### src/rtl/term_pkg.sv
// Shared constants, state enum and write-command type for the text terminal controller.
package term_pkg;

  localparam int unsigned COLS_DEF  = 80;
  localparam int unsigned ROWS_DEF  = 25;
  localparam int unsigned CELLS_DEF = COLS_DEF * ROWS_DEF;
  localparam int unsigned CUR_W     = 11;

  localparam logic [7:0] CH_SPACE = 8'h20;
  localparam logic [7:0] CH_CR    = 8'h0D;
  localparam logic [7:0] CH_LF    = 8'h0A;
  localparam logic [7:0] CH_BS    = 8'h08;
  localparam logic [7:0] CH_TAB   = 8'h09;

  typedef enum logic [2:0] {
    S_CLEAR,
    S_IDLE,
    S_CHAR,
    S_SCROLL_COPY,
    S_SCROLL_FILL
  } state_e;

  typedef struct packed {
    logic [CUR_W-1:0] cbeg;
    logic [CUR_W-1:0] cend;
    logic [7:0]       data;
    logic [7:0]       offset;
  } wr_cmd_t;

  function automatic logic is_printable(input logic [7:0] b);
    return (b >= 8'h20) && (b <= 8'h7E);
  endfunction

endpackage

### src/rtl/term_ctrl_if.sv
// Byte-input handshake and buffer-write command bus of the terminal controller.
interface term_ctrl_if;
  import term_pkg::*;

  logic             in_valid;
  logic [7:0]       in_data;
  logic             in_ready;
  logic [CUR_W-1:0] cursor;
  logic             wr_start;
  logic [CUR_W-1:0] wr_begin;
  logic [CUR_W-1:0] wr_end;
  logic [7:0]       wr_data;
  logic [7:0]       wr_offset;
  logic             wr_complete;

  modport master (
    input  in_valid, in_data, wr_complete,
    output in_ready, cursor, wr_start, wr_begin, wr_end, wr_data, wr_offset
  );

  modport slave (
    output in_valid, in_data, wr_complete,
    input  in_ready, cursor, wr_start, wr_begin, wr_end, wr_data, wr_offset
  );

endinterface

### src/rtl/term_wr_cmd.sv
// Write-command issuer: one-cycle start pulse, held command fields, outstanding flag.
module term_wr_cmd
  import term_pkg::*;
(
  input  logic    clk_i,
  input  logic    rst_i,
  input  logic    issue_i,
  input  wr_cmd_t cmd_i,
  input  logic    wr_complete_i,
  output logic    wr_start_o,
  output wr_cmd_t cmd_o,
  output logic    busy_o,
  output logic    done_o
);

  logic    start_q, start_d;
  logic    busy_q, busy_d;
  wr_cmd_t cmd_q, cmd_d;

  // Completions arriving with nothing outstanding are dropped here.
  assign done_o = busy_q && wr_complete_i;

  always_comb begin
    start_d = issue_i && !busy_q;
    busy_d  = busy_q;
    cmd_d   = cmd_q;
    if (start_d) begin
      busy_d = 1'b1;
      cmd_d  = cmd_i;
    end else if (done_o) begin
      busy_d = 1'b0;
    end
  end

  always_ff @(posedge clk_i) begin
    if (rst_i) begin
      start_q <= 1'b0;
      busy_q  <= 1'b0;
      cmd_q   <= '{cbeg: '0, cend: '0, data: CH_SPACE, offset: 8'h00};
    end else begin
      start_q <= start_d;
      busy_q  <= busy_d;
      cmd_q   <= cmd_d;
    end
  end

  assign wr_start_o = start_q;
  assign cmd_o      = cmd_q;
  assign busy_o     = busy_q;

endmodule

### src/rtl/term_ctrl.sv
// Text terminal controller: turns a byte stream into buffer fill/copy commands.
// Optional TERM_TAB_EN enables horizontal tab handling (otherwise 0x09 is ignored).
module term_ctrl
  import term_pkg::*;
#(
  parameter int unsigned COLS = COLS_DEF,
  parameter int unsigned ROWS = ROWS_DEF
) (
  input  logic         clk100,
  input  logic         rst,
  term_ctrl_if.master  bus
);

  localparam int unsigned CELLS = COLS * ROWS;
  localparam logic [CUR_W-1:0] CellsW   = CUR_W'(CELLS);
  localparam logic [CUR_W-1:0] LastRowW = CUR_W'(CELLS - COLS);
  localparam logic [CUR_W-1:0] ColsW    = CUR_W'(COLS);

  state_e           state_q, state_d;
  logic [CUR_W-1:0] cursor_q, cursor_d;
  logic [7:0]       col_q, col_d;
  logic [7:0]       row_q, row_d;
  logic [7:0]       byte_q, byte_d;

  logic    issue, busy, done, in_ready;
  wr_cmd_t cmd, cmd_out;

  assign in_ready = (state_q == S_IDLE) && !busy;

`ifdef TERM_TAB_EN
  logic [7:0] tab_col;
  // Next multiple-of-8 column, clamped to the last column; never wraps.
  always_comb begin
    tab_col = {col_q[7:3] + 5'd1, 3'b000};
    if (tab_col > 8'(COLS - 1)) tab_col = 8'(COLS - 1);
  end
`endif

  always_comb begin
    state_d  = state_q;
    cursor_d = cursor_q;
    col_d    = col_q;
    row_d    = row_q;
    byte_d   = byte_q;
    issue    = 1'b0;
    cmd      = '{cbeg: '0, cend: CellsW, data: CH_SPACE, offset: 8'h00};
    case (state_q)
      S_CLEAR: begin
        issue = 1'b1;
        if (done) state_d = S_IDLE;
      end
      S_IDLE: begin
        if (bus.in_valid && in_ready) begin
          if (is_printable(bus.in_data)) begin
            byte_d  = bus.in_data;
            state_d = S_CHAR;
          end else begin
            case (bus.in_data)
              CH_CR: begin
                cursor_d = cursor_q - CUR_W'(col_q);
                col_d    = 8'h00;
              end
              CH_LF: begin
                // Last row keeps its column; the screen scrolls underneath it.
                if (row_q == 8'(ROWS - 1)) begin
                  state_d = S_SCROLL_COPY;
                end else begin
                  cursor_d = cursor_q + ColsW;
                  row_d    = row_q + 8'd1;
                end
              end
              CH_BS: begin
                if (col_q != 8'h00) begin
                  cursor_d = cursor_q - CUR_W'(1);
                  col_d    = col_q - 8'd1;
                end
              end
`ifdef TERM_TAB_EN
              CH_TAB: begin
                cursor_d = cursor_q + CUR_W'(tab_col - col_q);
                col_d    = tab_col;
              end
`endif
              default: ;
            endcase
          end
        end
      end
      S_CHAR: begin
        issue = 1'b1;
        cmd   = '{cbeg: cursor_q, cend: cursor_q + CUR_W'(1), data: byte_q, offset: 8'h00};
        if (done) begin
          if (cursor_q == CellsW - CUR_W'(1)) begin
            cursor_d = LastRowW;
            col_d    = 8'h00;
            row_d    = 8'(ROWS - 1);
            state_d  = S_SCROLL_COPY;
          end else begin
            cursor_d = cursor_q + CUR_W'(1);
            state_d  = S_IDLE;
            if (col_q == 8'(COLS - 1)) begin
              col_d = 8'h00;
              row_d = row_q + 8'd1;
            end else begin
              col_d = col_q + 8'd1;
            end
          end
        end
      end
      S_SCROLL_COPY: begin
        issue = 1'b1;
        cmd   = '{cbeg: '0, cend: LastRowW, data: CH_SPACE, offset: 8'(COLS)};
        if (done) state_d = S_SCROLL_FILL;
      end
      S_SCROLL_FILL: begin
        issue = 1'b1;
        cmd   = '{cbeg: LastRowW, cend: CellsW, data: CH_SPACE, offset: 8'h00};
        if (done) state_d = S_IDLE;
      end
      default: state_d = S_CLEAR;
    endcase
  end

  always_ff @(posedge clk100) begin
    if (rst) begin
      state_q  <= S_CLEAR;
      cursor_q <= '0;
      col_q    <= 8'h00;
      row_q    <= 8'h00;
      byte_q   <= CH_SPACE;
    end else begin
      state_q  <= state_d;
      cursor_q <= cursor_d;
      col_q    <= col_d;
      row_q    <= row_d;
      byte_q   <= byte_d;
    end
  end

  term_wr_cmd u_wr_cmd (
    .clk_i        (clk100),
    .rst_i        (rst),
    .issue_i      (issue),
    .cmd_i        (cmd),
    .wr_complete_i(bus.wr_complete),
    .wr_start_o   (bus.wr_start),
    .cmd_o        (cmd_out),
    .busy_o       (busy),
    .done_o       (done)
  );

  assign bus.in_ready  = in_ready;
  assign bus.cursor    = cursor_q;
  assign bus.wr_begin  = cmd_out.cbeg;
  assign bus.wr_end    = cmd_out.cend;
  assign bus.wr_data   = cmd_out.data;
  assign bus.wr_offset = cmd_out.offset;

endmodule

### src/flat_wrapper.sv
// flat-port wrapper written by rule: the top's interface ports become plain ports
module term_ctrl_flat import term_pkg::*;
#(
  parameter int unsigned COLS = COLS_DEF,
  parameter int unsigned ROWS = ROWS_DEF
)
  (clk100, rst, bus_in_valid, bus_in_data, bus_wr_complete, bus_in_ready, bus_cursor, bus_wr_start, bus_wr_begin, bus_wr_end, bus_wr_data, bus_wr_offset);
  term_ctrl_if bus_i ();
  input  logic clk100;
  input  logic rst;
  input wire logic [$bits(bus_i.in_valid)-1:0] bus_in_valid;
  input wire logic [$bits(bus_i.in_data)-1:0] bus_in_data;
  input wire logic [$bits(bus_i.wr_complete)-1:0] bus_wr_complete;
  output wire logic [$bits(bus_i.in_ready)-1:0] bus_in_ready;
  output wire logic [$bits(bus_i.cursor)-1:0] bus_cursor;
  output wire logic [$bits(bus_i.wr_start)-1:0] bus_wr_start;
  output wire logic [$bits(bus_i.wr_begin)-1:0] bus_wr_begin;
  output wire logic [$bits(bus_i.wr_end)-1:0] bus_wr_end;
  output wire logic [$bits(bus_i.wr_data)-1:0] bus_wr_data;
  output wire logic [$bits(bus_i.wr_offset)-1:0] bus_wr_offset;
  assign bus_i.in_valid = bus_in_valid;
  assign bus_i.in_data = bus_in_data;
  assign bus_i.wr_complete = bus_wr_complete;
  assign bus_in_ready = bus_i.in_ready;
  assign bus_cursor = bus_i.cursor;
  assign bus_wr_start = bus_i.wr_start;
  assign bus_wr_begin = bus_i.wr_begin;
  assign bus_wr_end = bus_i.wr_end;
  assign bus_wr_data = bus_i.wr_data;
  assign bus_wr_offset = bus_i.wr_offset;
  term_ctrl #(.COLS(COLS), .ROWS(ROWS)) u_core (.clk100(clk100), .rst(rst), .bus(bus_i));
endmodule
### config.mk
export PLATFORM = sky130hd
export DESIGN_NAME = term_ctrl_flat
export DESIGN_NICKNAME = d
export VERILOG_FILES = /design/src/rtl/term_pkg.sv /design/src/rtl/term_ctrl_if.sv /design/src/rtl/term_wr_cmd.sv /design/src/rtl/term_ctrl.sv /design/src/flat_wrapper.sv
export SDC_FILE = /design/constraint.sdc
export NUM_CORES = 1
export LEC_CHECK = 0
export BUFFER_PORTS_ARGS = -buffer_cell sky130_fd_sc_hd__buf_2
export CAP_MARGIN = 15
export CORE_MARGIN = 1
export CORE_UTILIZATION = 50
export CTS_CLUSTER_SIZE = 20
export DETAILED_ROUTE_END_ITERATION = 7
export HOLD_SLACK_MARGIN = 0.02
export MAX_ROUTING_LAYER = met4
export PLACE_DENSITY_LB_ADDON = 0.08
export SYNTH_ARGS = -nofsm -noshare
export SYNTH_HDL_FRONTEND = slang
export SYNTH_HIERARCHICAL = 1
export SYNTH_SLANG_ARGS = --single-unit
### constraint.sdc
create_clock -name clk100 -period 2.9 [get_ports clk100]
set_clock_uncertainty 0.1 [all_clocks]
set_input_delay 0.58 -clock clk100 [delete_from_list [all_inputs] [get_ports clk100]]
set_output_delay 0.58 -clock clk100 [all_outputs]
set_load 0.01 [all_outputs]
== After elaboration in Yosys (flattened, before gate mapping) ==
Cells that the tools add are included.

* Bits in registers: 78
* Bits in latches: 0
* Bits in writable memories: 0
* ROM bits: 0
* Input bits: 12
* Logic and storage cells: 98
* Memories: 0

* Add/subtract/negate cells: 7
* Multiply operators: 0
* Div/mod/pow operators: 0
* $lt $le $gt $ge: 2
* Eq/ne operators: 24
* Shift operators: 0
* Multiplexer cells: 37
* Bitwise logic cells: 0
* Reductions and logical operators: 17

{| class="wikitable"
|+ Operators by type and width
! cell !! number
|-
| 38-bit one-hot mux with 3 select lines || 1
|-
| 8-bit two-way mux || 13
|-
| 11-bit two-way mux || 6
|-
| 8-bit one-hot mux with 2 select lines || 3
|-
| 11-bit one-hot mux with 3 select lines || 1
|-
| 8-bit by 4-bit == test with 1-bit output, second input constant || 3
|-
| 11-bit one-hot mux with 2 select lines || 1
|-
| 3-bit two-way mux || 7
|-
| 8-bit by 1-bit adder with 8-bit output, second input constant || 2
|-
| 3-bit != test, second input constant || 5
|-
| 7-bit AND reduction || 2
|-
| 3-bit one-hot mux with 4 select lines || 1
|-
| 6-bit AND reduction || 2
|-
| 11-bit by 1-bit adder with 11-bit output, second input constant || 1
|-
| 11-bit by 7-bit adder with 11-bit output, second input constant || 1
|-
| 11-bit == test, second input constant || 1
|-
| 11-bit by 1-bit subtractor with 11-bit output, second input constant || 1
|-
| 11-bit by 8-bit subtractor with 11-bit output || 1
|-
| 8-bit by 5-bit == test with 1-bit output, second input constant || 1
|-
| 8-bit by 7-bit == test with 1-bit output, second input constant || 1
|-
| 8-bit by 6-bit >= comparator with 1-bit output, second input constant || 1
|-
| 8-bit by 7-bit less-or-equal comparator with 1-bit output, second input constant || 1
|-
| 2-bit != test, second input constant || 4
|-
| 8-bit nonzero test || 1
|-
| 16 further kinds || 26
|}

== Depth between registers and ports, before layout ==
* Depth after elaboration: 6
* Gate-level depth with buffers: 11

== Hierarchy ==
The synthesis kept the hierarchy.

{| class="wikitable"
|+ Modules (own cells, without submodules)
! module !! times used !! cells each !! area an instance (µm²)
|-
| term_ctrl || 1 || 449 || 3,463.3
|-
| term_wr_cmd || 1 || 179 || 1,859.3
|}

== Worst setup path before layout ==
No wires, ideal clock.

* Path kind: input -> register
* From: input bus_in_data[4]
* To: register u_core.cursor_q[9] (netlist: u_core/bus.cursor[9])
* Library setup time: 92 ps
* Arrival time: 2,822 ps
* Required time: 2,708 ps
* Slack: -115 ps
* Stages on the path: 10
* Buffers on the path: 0
* Cells stage by stage: nor4_4 > nand3_1 > nand2_1 > ha_1 > nor2b_1 > o21a_1 > a311o_1 > a221oi_1 > nor4_1 > o32ai_1

* Cells in the longest elaborated chain, start to end: 5
* Elaborated cells on any way between the ends: 15
* Those cells by class: order compare: 2; eq/ne: 7; mux: 4; reduce/logical: 2

{| class="wikitable"
|+ RTL lines
! element !! RTL line !! text
|-
| start, declared || flat_wrapper.sv:12 || <nowiki>input wire logic [$bits(bus_i.in_data)-1:0] bus_in_data;</nowiki>
|-
| parallel branches: the longest is 5 deep, another holds 8-bit by 6-bit >= comparator with 1-bit output || - ||
|-
| end signal, assigned || term_ctrl.sv:133 || <nowiki>cursor_q <= cursor_d;</nowiki>
|-
| end, declared || term_ctrl.sv:20 || <nowiki>logic [CUR_W-1:0] cursor_q, cursor_d;</nowiki>
|}

Several ways; the timed one is not identified. The select of a mux whose other input is x is not followed.
A chain may end at the register's enable or synchronous reset.

== Worst setup path in the final report ==
* From: input bus_in_data[4]
* To: register u_core.cursor_q[8] (netlist: u_core/bus.cursor[8])

Same word-level chain as after synthesis.

==> qor.yml <==
worst_setup_path:
  required_ps: 3040
  r2r-end: "u_core/col_q[7]"
  crit-reg2reg-launch: "u_core/state_q[1]"
  crit_start: "bus_in_data[4]"
  reg2regPathDepth: 6
  path_max_fanout: 5
  crit_type: "in -> reg"
  cp.arrival_ps: 2920
  start_kind: "primary input"
  regToRegSetupSlack_ps: 400
  crit_path_end_kind: "register"
logic_synthesis:
  synth_edf_count: 0
  syn_area_per_cell_um2: 8.48
  synth_area_um2: 5320
  synthFlopType: "dfxtp_1"
  ys_seq_area_share_pct: 29.3
  synth-async-reset-ratio_pct: 0
  synthCells: 628
  ys_warn_count: 6
  synth_cell_type_count: 82
  ys_ff_latch: 78
timing:
  report.final.slew_viol_count: 0
  setup_viol: 0
  tightest_slew_ps: 593
  min_period_over_period_pct: 95.7
  hold_ws_ps: 362
  max_freq_ghz: 0.360
  hold_viol: 0
  rsz0062_at_grt: "true"
  maxSlewHeadroom_pct: 60.5
  period_needed_ps: 2780
grt:
  grt_pass1_vias: 4423
  grt_max_degree: 52
  antenna_found_initial: 0
  grt.overflow.total: 0
  grt_usage_pct: 25.0
  grt_pass1_wl_mm: 21.7
clock_tree:
  clk_pin_slew_ps: 80
  cts.sink_count: 78
  cts_root_buf: "clkbuf_8"
  cts_buffer_depth: 2
  cts_buffers: 9
  insertion_delay_ps: 360
  ctsHoldBuffers: 0
  cts_tree: "yes"
  h-tree-depth: 3
hold_path:
  hold_depth: 1
  holdCritStartpoint: "u_core/byte_q[5]"
  hp-class: "reg -> reg"
  whs_endpoint: "u_core/byte_q[5]"
power:
  ir_worst_vdd_uv: 187
  powerDensity_nw_per_um2: 369
  p_leak_uw: 0.00228
  p_total_uw: 2220
detailed_routing:
  num_vias: 4762
  initialDrtViolationCount: 287
  avgRoutedWirePerCell_um: 15.7
  final_antenna_net_count: 0
  vias_per_cell: 5.68
  drc: 0
  first_pass_iters: 5
  wirelength_mm: 13.2
cells_and_area:
  drive_above_1_share_pct: 22.2
  synthToLayoutAreaGrowth_pct: 13.0
  fin_nets: 728
  diodes: 0
  final_cell_area_um2: 6010
  n_fill_cell: 999
floorplanning:
  fp.coreArea_um2: 10300
  die_w_um: 105
  die_area_um2: 11100
  chipHeight_um: 105
  num_io_pins: 63
  rows: 37
  initial_core_util_pct: 51.6
place:
  dp_hpwl_mm: 9.37
  placedInstanceArea_um2: 5810
  io_buffers: 62
  gp_congestion: 0.910
run:
  drv_cap: 0
run_status:
  status: "finished clean"
==> layer usage <==
metal | vias to the layer above | global-route usage [%] | share of wire, %
li1 | 2404 | - | -
met1 | 2250 | 34.0 | 50
met2 | 95 | 37.9 | 45
met3 | 13 | 4.49 | 4.0
met4 | 0 | 7.04 | 1.1
met5 | - | - | 0
==> sequential cells by signal, indices dropped and copies added (netlist names) <==
| register | flops |
|---|---|
| u_core/byte_q | 8 |
| u_core/u_wr_cmd/cmd_o | 38 |
| u_core/col_q | 8 |
| u_core/u_wr_cmd/busy_o | 1 |
| u_core/u_wr_cmd/wr_start_o | 1 |
| u_core/bus.cursor | 11 |
| u_core/state_q | 3 |
| u_core/row_q | 8 |
==> cells in the final DEF (no fill, tap or decap), drive strengths merged, types with 3 or more instances in the layout <==
master   Yosys  layout
buf         24     105
and2        15      15
xnor2       12      12
a21o         3       3
o21ai       60      60
or4b         4       4
o32ai        3       3
a21oi       34      34
mux2i       11      11
nor4         4       4
a22oi        3       3
clkinv       0       3
nand4bb     37      37
nand2b      44      44
nand2       36      36
nand4        5       5
and3         9       9
clkbuf      27      12
inv         16      16
o21a         3       3
nand3       14      14
or3          7       7
o21bai       3       3
a31oi        5       5
or2          4       4
dfxtp       78      78
nor2        54      54
o22ai        5       5
nor2b       11      11
conb         1       6
xor2         5       5
ha          18      18
a221oi       4       4
a211oi       8       8
a311oi       3       3
nor3        17      17
==> how the worst max path moves through the flow <==
stage,slack (ps),cells past startpoint,to
after floorplan,10,10,u_core/bus.cursor[9]
after global placement,-210,12,u_core/bus.cursor[8]
after detailed placement,-300,12,u_core/bus.cursor[8]
after CTS,80,12,u_core/bus.cursor[8]
after global routing,-100,12,u_core/bus.cursor[8]
final,120,12,u_core/bus.cursor[8]
==> per-stage QoR <==
step | setup TNS, ps | setup slack, ps | std cells | util, %
detailed placement | -1390 | -302 | 820 | 56.2
CTS | 0 | 75.2 | 836 | 57.9
global placement | -923 | -208 | 820 | 56.2
floorplan | 0 | 11.4 | 633 | -
global route | -118 | -103 | 838 | 58.2
finish | 0 | 125 | 838 | 58.2
==> area by class of cell <==
class	count	area (um2)	share of cell area, %
inverter	16	60.1	0.999
multi-input combinational	487	3400	56.6
timing repair buffer	105	649	10.8
clock buffer	12	145	2.41
clock inverter	4	22.5	0.375
tap	136	170	2.83
sequential	78	1560	26.0
==> cells by family (layout without fill, tap and decap cells) <==
group                    count (synthesis)  count (layout)  synth area share (%)
AND/OR/NAND/NOR                        276             276                  32.9
AO/OA/AOI/OAI                          158             158                  20.3
flip-flops                              78              78                  29.3
buffers and inverters                   68             137                  7.90
adder cells (fa/ha/maj)                 19              19                  4.61
XOR/XNOR                                17              17                  2.80
multiplexers                            11              11                  2.07
other                                    1               6                0.0705
==> power breakdown <==
part	switching (uW)	total (uW)	leakage (uW)	internal (uW)
registers	21.4	1130	0.000632	1100
logic	210	363	0.00156	153
clock network	399	729	0.0000861	331
total	630	2220	0.00228	1590
==> repair_timing <==
item / in CTS / in global routing
resized for setup: 0 / 7
setup buffers: 0 / 2
hold endpoints to repair: 0 / 0
endpoints found under the setup margin: 0 / 6
==> critical path: stages <==
cell	delay [ps]
buf_2	120
nor4_4	340
nand3_4	160
nand2_1	110
ha_1	200
fa_1	200
nor2b_1	70
o31ai_2	250
a21oi_1	160
a2111oi_1	390
o32ai_1	150
o21bai_1	170
==> synth_stat cells, types with 5 or more instances <==
cell type / n / area (um2)
a211oi_1: 7 / 52.6
a21oi_1: 32 / 160
and2_1: 15 / 93.8
and3_1: 7 / 43.8
buf_2: 9 / 45.0
buf_4: 5 / 37.5
buf_6: 9 / 101
clkbuf_1: 19 / 71.3
clkbuf_2: 6 / 30.0
dfxtp_1: 78 / 1560
ha_1: 18 / 225
inv_1: 16 / 60.1
mux2i_1: 11 / 110
nand2_1: 36 / 135
nand2b_1: 44 / 275
nand3_1: 13 / 65.1
nand4_1: 5 / 31.3
nand4bb_1: 37 / 417
nor2_1: 53 / 199
nor2b_1: 10 / 62.6
nor3_1: 17 / 85.1
o21ai_0: 29 / 145
o21ai_1: 20 / 100
o21ai_2: 10 / 87.6
o22ai_1: 5 / 31.3
or3_1: 7 / 43.8
xnor2_1: 12 / 105
xor2_1: 5 / 43.8
Power figures use the tool's default switching activity.
